==> src/rtl/dual_core_mem_arbiter_if.sv <==
// Bundle of both core request ports and the memory port of the shared-memory arbiter.
// "master" is the arbiter's view (it masters the memory); "slave" is the cores/memory side.
interface dual_core_mem_arbiter_if #(
  parameter int AW = 8,
  parameter int DW = 8
);
  logic          c0_req;
  logic          c0_we;
  logic [AW-1:0] c0_addr;
  logic [DW-1:0] c0_wdata;
  logic [DW-1:0] c0_rdata;
  logic          c0_ack;

  logic          c1_req;
  logic          c1_we;
  logic [AW-1:0] c1_addr;
  logic [DW-1:0] c1_wdata;
  logic [DW-1:0] c1_rdata;
  logic          c1_ack;

  logic          mem_en;
  logic          mem_we;
  logic [AW-1:0] mem_addr;
  logic [DW-1:0] mem_wdata;
  logic [DW-1:0] mem_rdata;

  modport master (
    input  c0_req, c0_we, c0_addr, c0_wdata,
    output c0_rdata, c0_ack,
    input  c1_req, c1_we, c1_addr, c1_wdata,
    output c1_rdata, c1_ack,
    output mem_en, mem_we, mem_addr, mem_wdata,
    input  mem_rdata
  );

  modport slave (
    output c0_req, c0_we, c0_addr, c0_wdata,
    input  c0_rdata, c0_ack,
    output c1_req, c1_we, c1_addr, c1_wdata,
    input  c1_rdata, c1_ack,
    input  mem_en, mem_we, mem_addr, mem_wdata,
    output mem_rdata
  );
endinterface

==> src/rtl/dual_core_mem_arbiter.sv <==
// Round-robin arbiter giving two multicycle cores serialised access to one byte-wide memory.
// Each access is IDLE (grant) -> ACCESS (MEM_LAT cycles) -> DONE (one-cycle ack).
module dual_core_mem_arbiter #(
  parameter int AW      = 8,
  parameter int DW      = 8,
  parameter int MEM_LAT = 1
) (
  input  logic                    clk,
  input  logic                    reset,
  dual_core_mem_arbiter_if.master bus
);

  localparam logic [1:0] IDLE   = 2'd0;
  localparam logic [1:0] ACCESS = 2'd1;
  localparam logic [1:0] DONE   = 2'd2;

  localparam logic [1:0] CNT_INIT = 2'(MEM_LAT - 1);

  logic [1:0]         state_reg;
  logic [1:0]         state_next;
  logic               grant_reg;
  logic               last_grant_reg;
  logic               we_reg;
  logic [AW-1:0]      addr_reg;
  logic [DW-1:0]      wdata_reg;
  logic [1:0]         cnt_reg;
  logic [1:0][DW-1:0] rdata_reg;

  logic [1:0] req;
  logic       pick;
  logic       access_last;

  assign req         = {bus.c1_req, bus.c0_req};
  assign access_last = (state_reg == ACCESS) && (cnt_reg == 2'd0);

  // With both cores requesting, the one not served last time wins.
  always_comb begin
    pick = 1'b0;
    case (req)
      2'b01:   pick = 1'b0;
      2'b10:   pick = 1'b1;
      2'b11:   pick = ~last_grant_reg;
      default: pick = 1'b0;
    endcase
  end

  always_comb begin
    state_next = state_reg;
    case (state_reg)
      IDLE:    if (|req) state_next = ACCESS;
      ACCESS:  if (cnt_reg == 2'd0) state_next = DONE;
      DONE:    state_next = IDLE;
      default: state_next = IDLE;
    endcase
  end

  always_ff @(posedge clk or posedge reset) begin
    if (reset) begin
      state_reg      <= IDLE;
      grant_reg      <= 1'b0;
      last_grant_reg <= 1'b1;
      we_reg         <= 1'b0;
      addr_reg       <= '0;
      wdata_reg      <= '0;
      cnt_reg        <= 2'd0;
      rdata_reg      <= '0;
    end else begin
      state_reg <= state_next;
      case (state_reg)
        IDLE: begin
          if (|req) begin
            grant_reg <= pick;
            we_reg    <= pick ? bus.c1_we    : bus.c0_we;
            addr_reg  <= pick ? bus.c1_addr  : bus.c0_addr;
            wdata_reg <= pick ? bus.c1_wdata : bus.c0_wdata;
            cnt_reg   <= CNT_INIT;
          end
        end
        ACCESS: begin
          if (cnt_reg != 2'd0) cnt_reg <= cnt_reg - 2'd1;
          if (access_last) begin
            last_grant_reg <= grant_reg;
            if (!we_reg) rdata_reg[grant_reg] <= bus.mem_rdata;
          end
        end
        default: ;
      endcase
    end
  end

  // Memory bus is quiet outside ACCESS so stale latched values never leak out.
  assign bus.mem_en    = (state_reg == ACCESS);
  assign bus.mem_we    = bus.mem_en & we_reg;
  assign bus.mem_addr  = bus.mem_en ? addr_reg  : '0;
  assign bus.mem_wdata = bus.mem_en ? wdata_reg : '0;

  assign bus.c0_ack   = (state_reg == DONE) && !grant_reg;
  assign bus.c1_ack   = (state_reg == DONE) &&  grant_reg;
  assign bus.c0_rdata = rdata_reg[0];
  assign bus.c1_rdata = rdata_reg[1];

`ifndef SYNTHESIS
  a_ack_excl: assert property (@(posedge clk) disable iff (reset)
    !(bus.c0_ack && bus.c1_ack));
  a_en_access: assert property (@(posedge clk) disable iff (reset)
    bus.mem_en |-> (state_reg == ACCESS));
`endif

endmodule
==> src/flat_wrapper.sv <==
// flat-port wrapper written by rule: the top's interface ports become plain ports
module dual_core_mem_arbiter_flat 
#(
  parameter int AW      = 8,
  parameter int DW      = 8,
  parameter int MEM_LAT = 1
)
  (clk, reset, bus_c0_req, bus_c0_we, bus_c0_addr, bus_c0_wdata, bus_c0_rdata, bus_c0_ack, bus_c1_req, bus_c1_we, bus_c1_addr, bus_c1_wdata, bus_c1_rdata, bus_c1_ack, bus_mem_en, bus_mem_we, bus_mem_addr, bus_mem_wdata, bus_mem_rdata);
  dual_core_mem_arbiter_if #(.AW(AW), .DW(DW)) bus_i ();
  input  logic clk;
  input  logic reset;
  input wire logic [$bits(bus_i.c0_req)-1:0] bus_c0_req;
  input wire logic [$bits(bus_i.c0_we)-1:0] bus_c0_we;
  input wire logic [$bits(bus_i.c0_addr)-1:0] bus_c0_addr;
  input wire logic [$bits(bus_i.c0_wdata)-1:0] bus_c0_wdata;
  output wire logic [$bits(bus_i.c0_rdata)-1:0] bus_c0_rdata;
  output wire logic [$bits(bus_i.c0_ack)-1:0] bus_c0_ack;
  input wire logic [$bits(bus_i.c1_req)-1:0] bus_c1_req;
  input wire logic [$bits(bus_i.c1_we)-1:0] bus_c1_we;
  input wire logic [$bits(bus_i.c1_addr)-1:0] bus_c1_addr;
  input wire logic [$bits(bus_i.c1_wdata)-1:0] bus_c1_wdata;
  output wire logic [$bits(bus_i.c1_rdata)-1:0] bus_c1_rdata;
  output wire logic [$bits(bus_i.c1_ack)-1:0] bus_c1_ack;
  output wire logic [$bits(bus_i.mem_en)-1:0] bus_mem_en;
  output wire logic [$bits(bus_i.mem_we)-1:0] bus_mem_we;
  output wire logic [$bits(bus_i.mem_addr)-1:0] bus_mem_addr;
  output wire logic [$bits(bus_i.mem_wdata)-1:0] bus_mem_wdata;
  input wire logic [$bits(bus_i.mem_rdata)-1:0] bus_mem_rdata;
  assign bus_i.c0_req = bus_c0_req;
  assign bus_i.c0_we = bus_c0_we;
  assign bus_i.c0_addr = bus_c0_addr;
  assign bus_i.c0_wdata = bus_c0_wdata;
  assign bus_c0_rdata = bus_i.c0_rdata;
  assign bus_c0_ack = bus_i.c0_ack;
  assign bus_i.c1_req = bus_c1_req;
  assign bus_i.c1_we = bus_c1_we;
  assign bus_i.c1_addr = bus_c1_addr;
  assign bus_i.c1_wdata = bus_c1_wdata;
  assign bus_c1_rdata = bus_i.c1_rdata;
  assign bus_c1_ack = bus_i.c1_ack;
  assign bus_mem_en = bus_i.mem_en;
  assign bus_mem_we = bus_i.mem_we;
  assign bus_mem_addr = bus_i.mem_addr;
  assign bus_mem_wdata = bus_i.mem_wdata;
  assign bus_i.mem_rdata = bus_mem_rdata;
  dual_core_mem_arbiter #(.AW(AW), .DW(DW), .MEM_LAT(MEM_LAT)) u_core (.clk(clk), .reset(reset), .bus(bus_i));
endmodule
==> config.mk <==
export PLATFORM = sky130hd
export DESIGN_NAME = dual_core_mem_arbiter_flat
export DESIGN_NICKNAME = d
export VERILOG_FILES = /design/src/rtl/dual_core_mem_arbiter_if.sv /design/src/rtl/dual_core_mem_arbiter.sv /design/src/flat_wrapper.sv
export SDC_FILE = /design/constraint.sdc
export NUM_CORES = 1
export LEC_CHECK = 0
export CAP_MARGIN = 40
export CORE_UTILIZATION = 45
export CTS_BUF_LIST = sky130_fd_sc_hd__clkbuf_8
export DETAILED_ROUTE_END_ITERATION = 8
export GPL_TIMING_DRIVEN = 0
export PLACE_DENSITY = 0.85
export SYNTH_ARGS = -nofsm -noshare
export SYNTH_HDL_FRONTEND = slang
export SYNTH_SLANG_ARGS = --single-unit
export TNS_END_PERCENT = 20
==> constraint.sdc <==
create_clock -name clk -period 3.7 [get_ports clk]
set_clock_uncertainty 0.15 [all_clocks]
set_input_delay 0.37 -clock clk [delete_from_list [all_inputs] [get_ports clk]]
set_output_delay 0.37 -clock clk [all_outputs]
set_load 0.05 [all_outputs]
Yosys cells after proc, flatten, opt, wreduce, memory -nomap -nowiden --
Cells that the tools add are included.
Storage, ports and cells: register bits 39, bits of input ports 46
Operators by class: $add $sub $neg 1, magnitude comparators 2, equal/unequal tests 7, mux-type cells 15, bitwise operators 3, reduce and logical (&&, ||, !) cells 15
Operator list (count):
- $mux W8 | 5
- $bwmux W16 | 1
- $demux W8 S1 | 1
- $mux W2 | 4
- $pmux W2 S2 | 2
- $eq A2 B2 Y1 const B | 3
- $reduce_and A2 Y1 | 3
- $reduce_and A3 Y1 | 2
- $logic_and A1 B1 Y1 | 4
- $logic_not A2 Y1 | 2
- $ne A2 B2 Y1 const B | 2
- $reduce_bool A2 Y1 | 2
- $eq A2 B1 Y1 const B | 1
- $lt A1 B2 Y1 const B | 1
- $ne A2 B1 Y1 const B | 1
- $not A1 Y1 | 2
- $pmux W1 S2 | 1
- $reduce_or A2 Y1 | 1
- $sub A2 B1 Y2 const B | 1
- $and A1 B1 Y1 | 1
- $ge A1 B1 Y1 const B | 1
- $logic_not A1 Y1 | 1
- $mux W1 | 1

Longest topological paths before layout --
depth after elaboration 5, depth in mapped cells 6

Least setup slack after synthesis --
OpenSTA, ideal clock, no wires.
kind register -> output, start register u_core.state_reg[0], end output bus_mem_addr[0], data arrival time 1.894 ns, setup slack 1.286 ns, cell stages (with the launch flop) 4, buffers on the path 1, path through dfrtp_1 nor2b_1 clkbuf_1 and2_1
On the way: cells in the longest elaborated chain, start to end 2
Ends and longest elaborated chain:
- from (decl) | RTL line dual_core_mem_arbiter.sv:19 | logic [1:0] state_reg;
- from (signal assigned) | RTL line dual_core_mem_arbiter.sv:68 | state_reg <= state_next;
- $eq A2 B1 Y1 | RTL line dual_core_mem_arbiter.sv:92 | assign bus.mem_en = (state_reg == ACCESS);
- net bus_mem_en | RTL line flat_wrapper.sv:24 | output wire logic [$bits(bus_i.mem_en)-1:0] bus_mem_en;
- $mux W8 | RTL line dual_core_mem_arbiter.sv:94 | assign bus.mem_addr = bus.mem_en ? addr_reg : '0;
- to (decl) | RTL line flat_wrapper.sv:26 | output wire logic [$bits(bus_i.mem_addr)-1:0] bus_mem_addr;
The timed path passes the listed nets, and every way through them passes these cells.

Worst setup path in the final report --
start register u_core.state_reg[0], end output bus_mem_addr[2]
On the way: cells in the longest elaborated chain, start to end 2
Ends and longest elaborated chain (RTL line):
- $eq A2 B1 Y1 | dual_core_mem_arbiter.sv:92
- $mux W8 | dual_core_mem_arbiter.sv:94
Every way passes these cells.

==> summary.md <==
| Metric | Value |
|---|---|
| Outcome | `complete, no violations` |
| Type of element capturing the critical path | `primary output` |
| Critical path fanouts, max | `10` |
| GPL Wtd Cong | `0.7412` |
| Number of flops mapped to enable cells by yosys | `0` |
| Most repeated cell in the gate-level netlist after synthesis | `sky130_fd_sc_hd__mux2_2` |
| Leakage power of the design | `1.235 nW` |
| Average via count per standard cell | `4.996` |
| Cell variety after synth | `22` |
| Cell count after synthesis | `133` |
| WL final | `4.161 mm` |
| Total number of placement rows | `23` |
| Number of diodes added for antenna fixing | `0` |
| Post-detailed-route DRC marker count | `0` |
| Register area share after synthesis | `51.52%` |
| DRT iter0 DRCs | `24` |
| Setup TNS | `0 ps` |
| Mean instance size in the synthesized netlist | `14.26 um2` |
| Top cells by area in the synthesized netlist | `sky130_fd_sc_hd__dfrtp_1 50%, sky130_fd_sc_hd__mux2_2 24%, sky130_fd_sc_hd__mux2_4 7.9%, sky130_fd_sc_hd__and2_1 5.6%, sky130_fd_sc_hd__buf_6 2.4%` |
| Cell count of the worst reg-to-reg path | `3` |
| Overall fraction of global-route tracks in use | `19.61%` |
| First drt pass iteration count | `4` |
| Cell types with the highest counts after synthesis | `40 x sky130_fd_sc_hd__mux2_2, 38 x sky130_fd_sc_hd__dfrtp_1, 17 x sky130_fd_sc_hd__and2_1, 10 x sky130_fd_sc_hd__mux2_4, 5 x sky130_fd_sc_hd__inv_1` |
| Slew margin rel. | `50.52%` |
| Endpoint of the lowest-slack register-to-register path | `u_core.wdata_reg[0]` |
| Starting utilization of the core area | `47.08%` |
| Dpl cell area | `2825 um2` |
| CP bufs+invs | `2` |
| Filler cell count | `280` |
| Class of the worst hold path | `primary input to asynchronous set/reset pin` |
| #FFs+latches synth | `39` |
| Antenna violations before repair | `0` |
| DR WL/cell | `15.19 um` |
| Largest delay contributor family on the critical path | `buffers and inverters` |
| Top-level I/O count | `82` |
| CTS tree | `yes` |
| Area of the die | `4479 um2` |
| Post-route design area | `2905 um2` |
| Max-cap check violation count | `0` |
| Post-layout net count | `270` |
| Hold Fails Final Rpt | `0` |
| Post-synthesis cell area | `1897 um2` |
| Total power after layout | `0.002613 W` |
| Yosys top cell area share | `50.13%` |
| Primary flip-flop cell chosen by synthesis mapping | `sky130_fd_sc_hd__dfrtp_1` |
| Number of buffers added by the clock tree synthesis step | `5` |
| Area overhead of the layout relative to synthesis | `53.17%` |
| CTS clk-pin slew, worst paths | `70 ps` |
| F_max | `323.6 MHz` |
| Async set-or-reset flop fraction in the synthesized netlist | `100.0%` |
| Synth warn | `0` |
| Residual antenna-violating net count after detailed routing | `0` |
| Post-Syn Nets | `180` |
| Highest cell delay on the worst timing path | `790 ps` |
| Least-Margin Pin Slew | `738.1 ps` |
| Vias post-DR | `1369` |
| Kind of critical path | `flop to primary output` |
| Clock latency on the worst-skew pair | `290 ps` |
| Pwr dens | `899.5 nW/um2` |
| X dimension of the die | `66.93 um` |
| Worst vdd ir | `0.6984 mV` |
| Setup-violating endpoint count in the final report | `0` |
| Reg2reg start | `u_core.state_reg[0]` |
| Ratio of cells with drive above 1 in the final layout | `29.91%` |
| Critical path required time | `3180 ps` |
| Final HPWL from detailed placement | `3.252 mm` |
| Maximum count of clock buffers along a single path | `2` |
| Hold_buf cts | `0` |
| Largest net degree at the start of global routing | `20` |
| Wire length of the first global-routing pass | `6.306 mm` |
| Final critical delay including setup and external delays | `3090 ps` |
| Number of pins with negative max-slew slack in the final report | `0` |
| Storage element area | `977.2 um2` |
| Crit-path slowest cell | `sky130_fd_sc_hd__clkdlybuf4s50_1` |
| Vias in the first global route | `1365` |
| Core area | `4029 um2` |
| Clock tree root driver cell | `sky130_fd_sc_hd__clkbuf_8` |
| Arrival time at the worst endpoint | `2570 ps` |
| Post-CTS resize count | `0` |
| Count of buffers added by post-CTS timing repair for setup | `0` |
| R2R setup slack | `1680 ps` |
| RSZ-0062 raised after global routing | `no` |
| Level count of the clock H-tree | `2` |
| Critical path launch point type | `flop` |
| Area of the multi-input gates | `852.1 um2` |
| Residual overflow from global routing | `0` |
| Crit share post-route | `83.52%` |
| TritonCTS Sinks | `39` |
| Number of buffers inserted by port buffering | `81` |
| Final worst setup slack | `609.7 ps` |
| Pre-CTS WS | `905.1 ps` |
| Critical Path, Cell by Cell | `nor2b_1 -> clkbuf_1 -> and2_1 -> clkdlybuf4s50_1` |
| Die Height | `66.93 um` |
| Area leader, netlist | `sky130_fd_sc_hd__dfrtp_1` |
-- cell type report --
cell class / count / area share [%]
plain buffers: 5 / 1.680
multi-input cells: 84 / 29.33
well taps: 50 / 2.153
repair buffers: 83 / 29.80
clock buffers: 5 / 2.369
clock inverters: 3 / 0.3876
flip-flops and latches: 39 / 33.63
inverters: 5 / 0.6460
-- cell families (layout without fill, tap and decap cells) --
kind of cell / after synthesis / count (layout) / share of synthesized area, %
fa+ha+maj: 1 / 1 / 0.6595
compound gates: 4 / 4 / 1.517
mux: 52 / 52 / 32.72
simple gates: 27 / 27 / 10.03
buf+inv: 10 / 101 / 3.562
flops: 39 / 39 / 51.52
-- worst max-delay path by stage --
stage,start,end,cells after the start
final,u_core.state_reg[0],bus_mem_addr[2],4
after global routing,u_core.state_reg[0],bus_mem_wdata[5],4
after CTS,u_core.state_reg[0],bus_mem_addr[5],4
after detailed placement,u_core.state_reg[0],bus_mem_addr[2],4
after global placement,u_core.state_reg[0],bus_mem_addr[5],4
after floorplan,u_core.state_reg[0],bus_mem_addr[0],3
-- where the power goes --
group          total, W  internal (W)  switching [W]
sequential     0.000766      0.000638       0.000128
clock          0.000263      0.000126       0.000137
combinational   0.00158      0.000678       0.000907
-- per-stage QoR --
step / hold slack (ps) / instances / util (%)
final: 185.2 / 274 / 72.11
after global routing: 183.5 / 274 / 72.11
after CTS: 189.0 / 274 / 72.11
after detailed placement: 318.0 / 266 / 70.12
after global placement: 313.1 / 264 / 68.76
after floorplan: 300.7 / 133 / -
-- layout by cell type (no fill, tap or decap), drive strengths merged, types with 2 or more instances in the layout --
cell type	instances
clkdlybuf4s50	81
mux2	50
dfrtp	38
and2	17
inv	8
clkbuf	6
buf	6
nor3	2
mux2i	2
nor3b	2
-- per-layer routing --
metal	GRT usage, %	wire (um)	share of wire [%]	vias up
li1	-	-	-	643
met5	0	0	0	-
met4	5.851	44	1.1	0
met3	6.164	401	9.6	6
met1	22.11	1666	40	654
met2	34.97	2049	49	66
-- worst register-to-register path, cell delays in order, from the launching register on --
cell and delay (ps):
sky130_fd_sc_hd__dfrtp_1 470, sky130_fd_sc_hd__nor3_2 670, sky130_fd_sc_hd__buf_6 260, sky130_fd_sc_hd__mux2_2 350
Note: power is estimated with default switching activity, not from simulation.
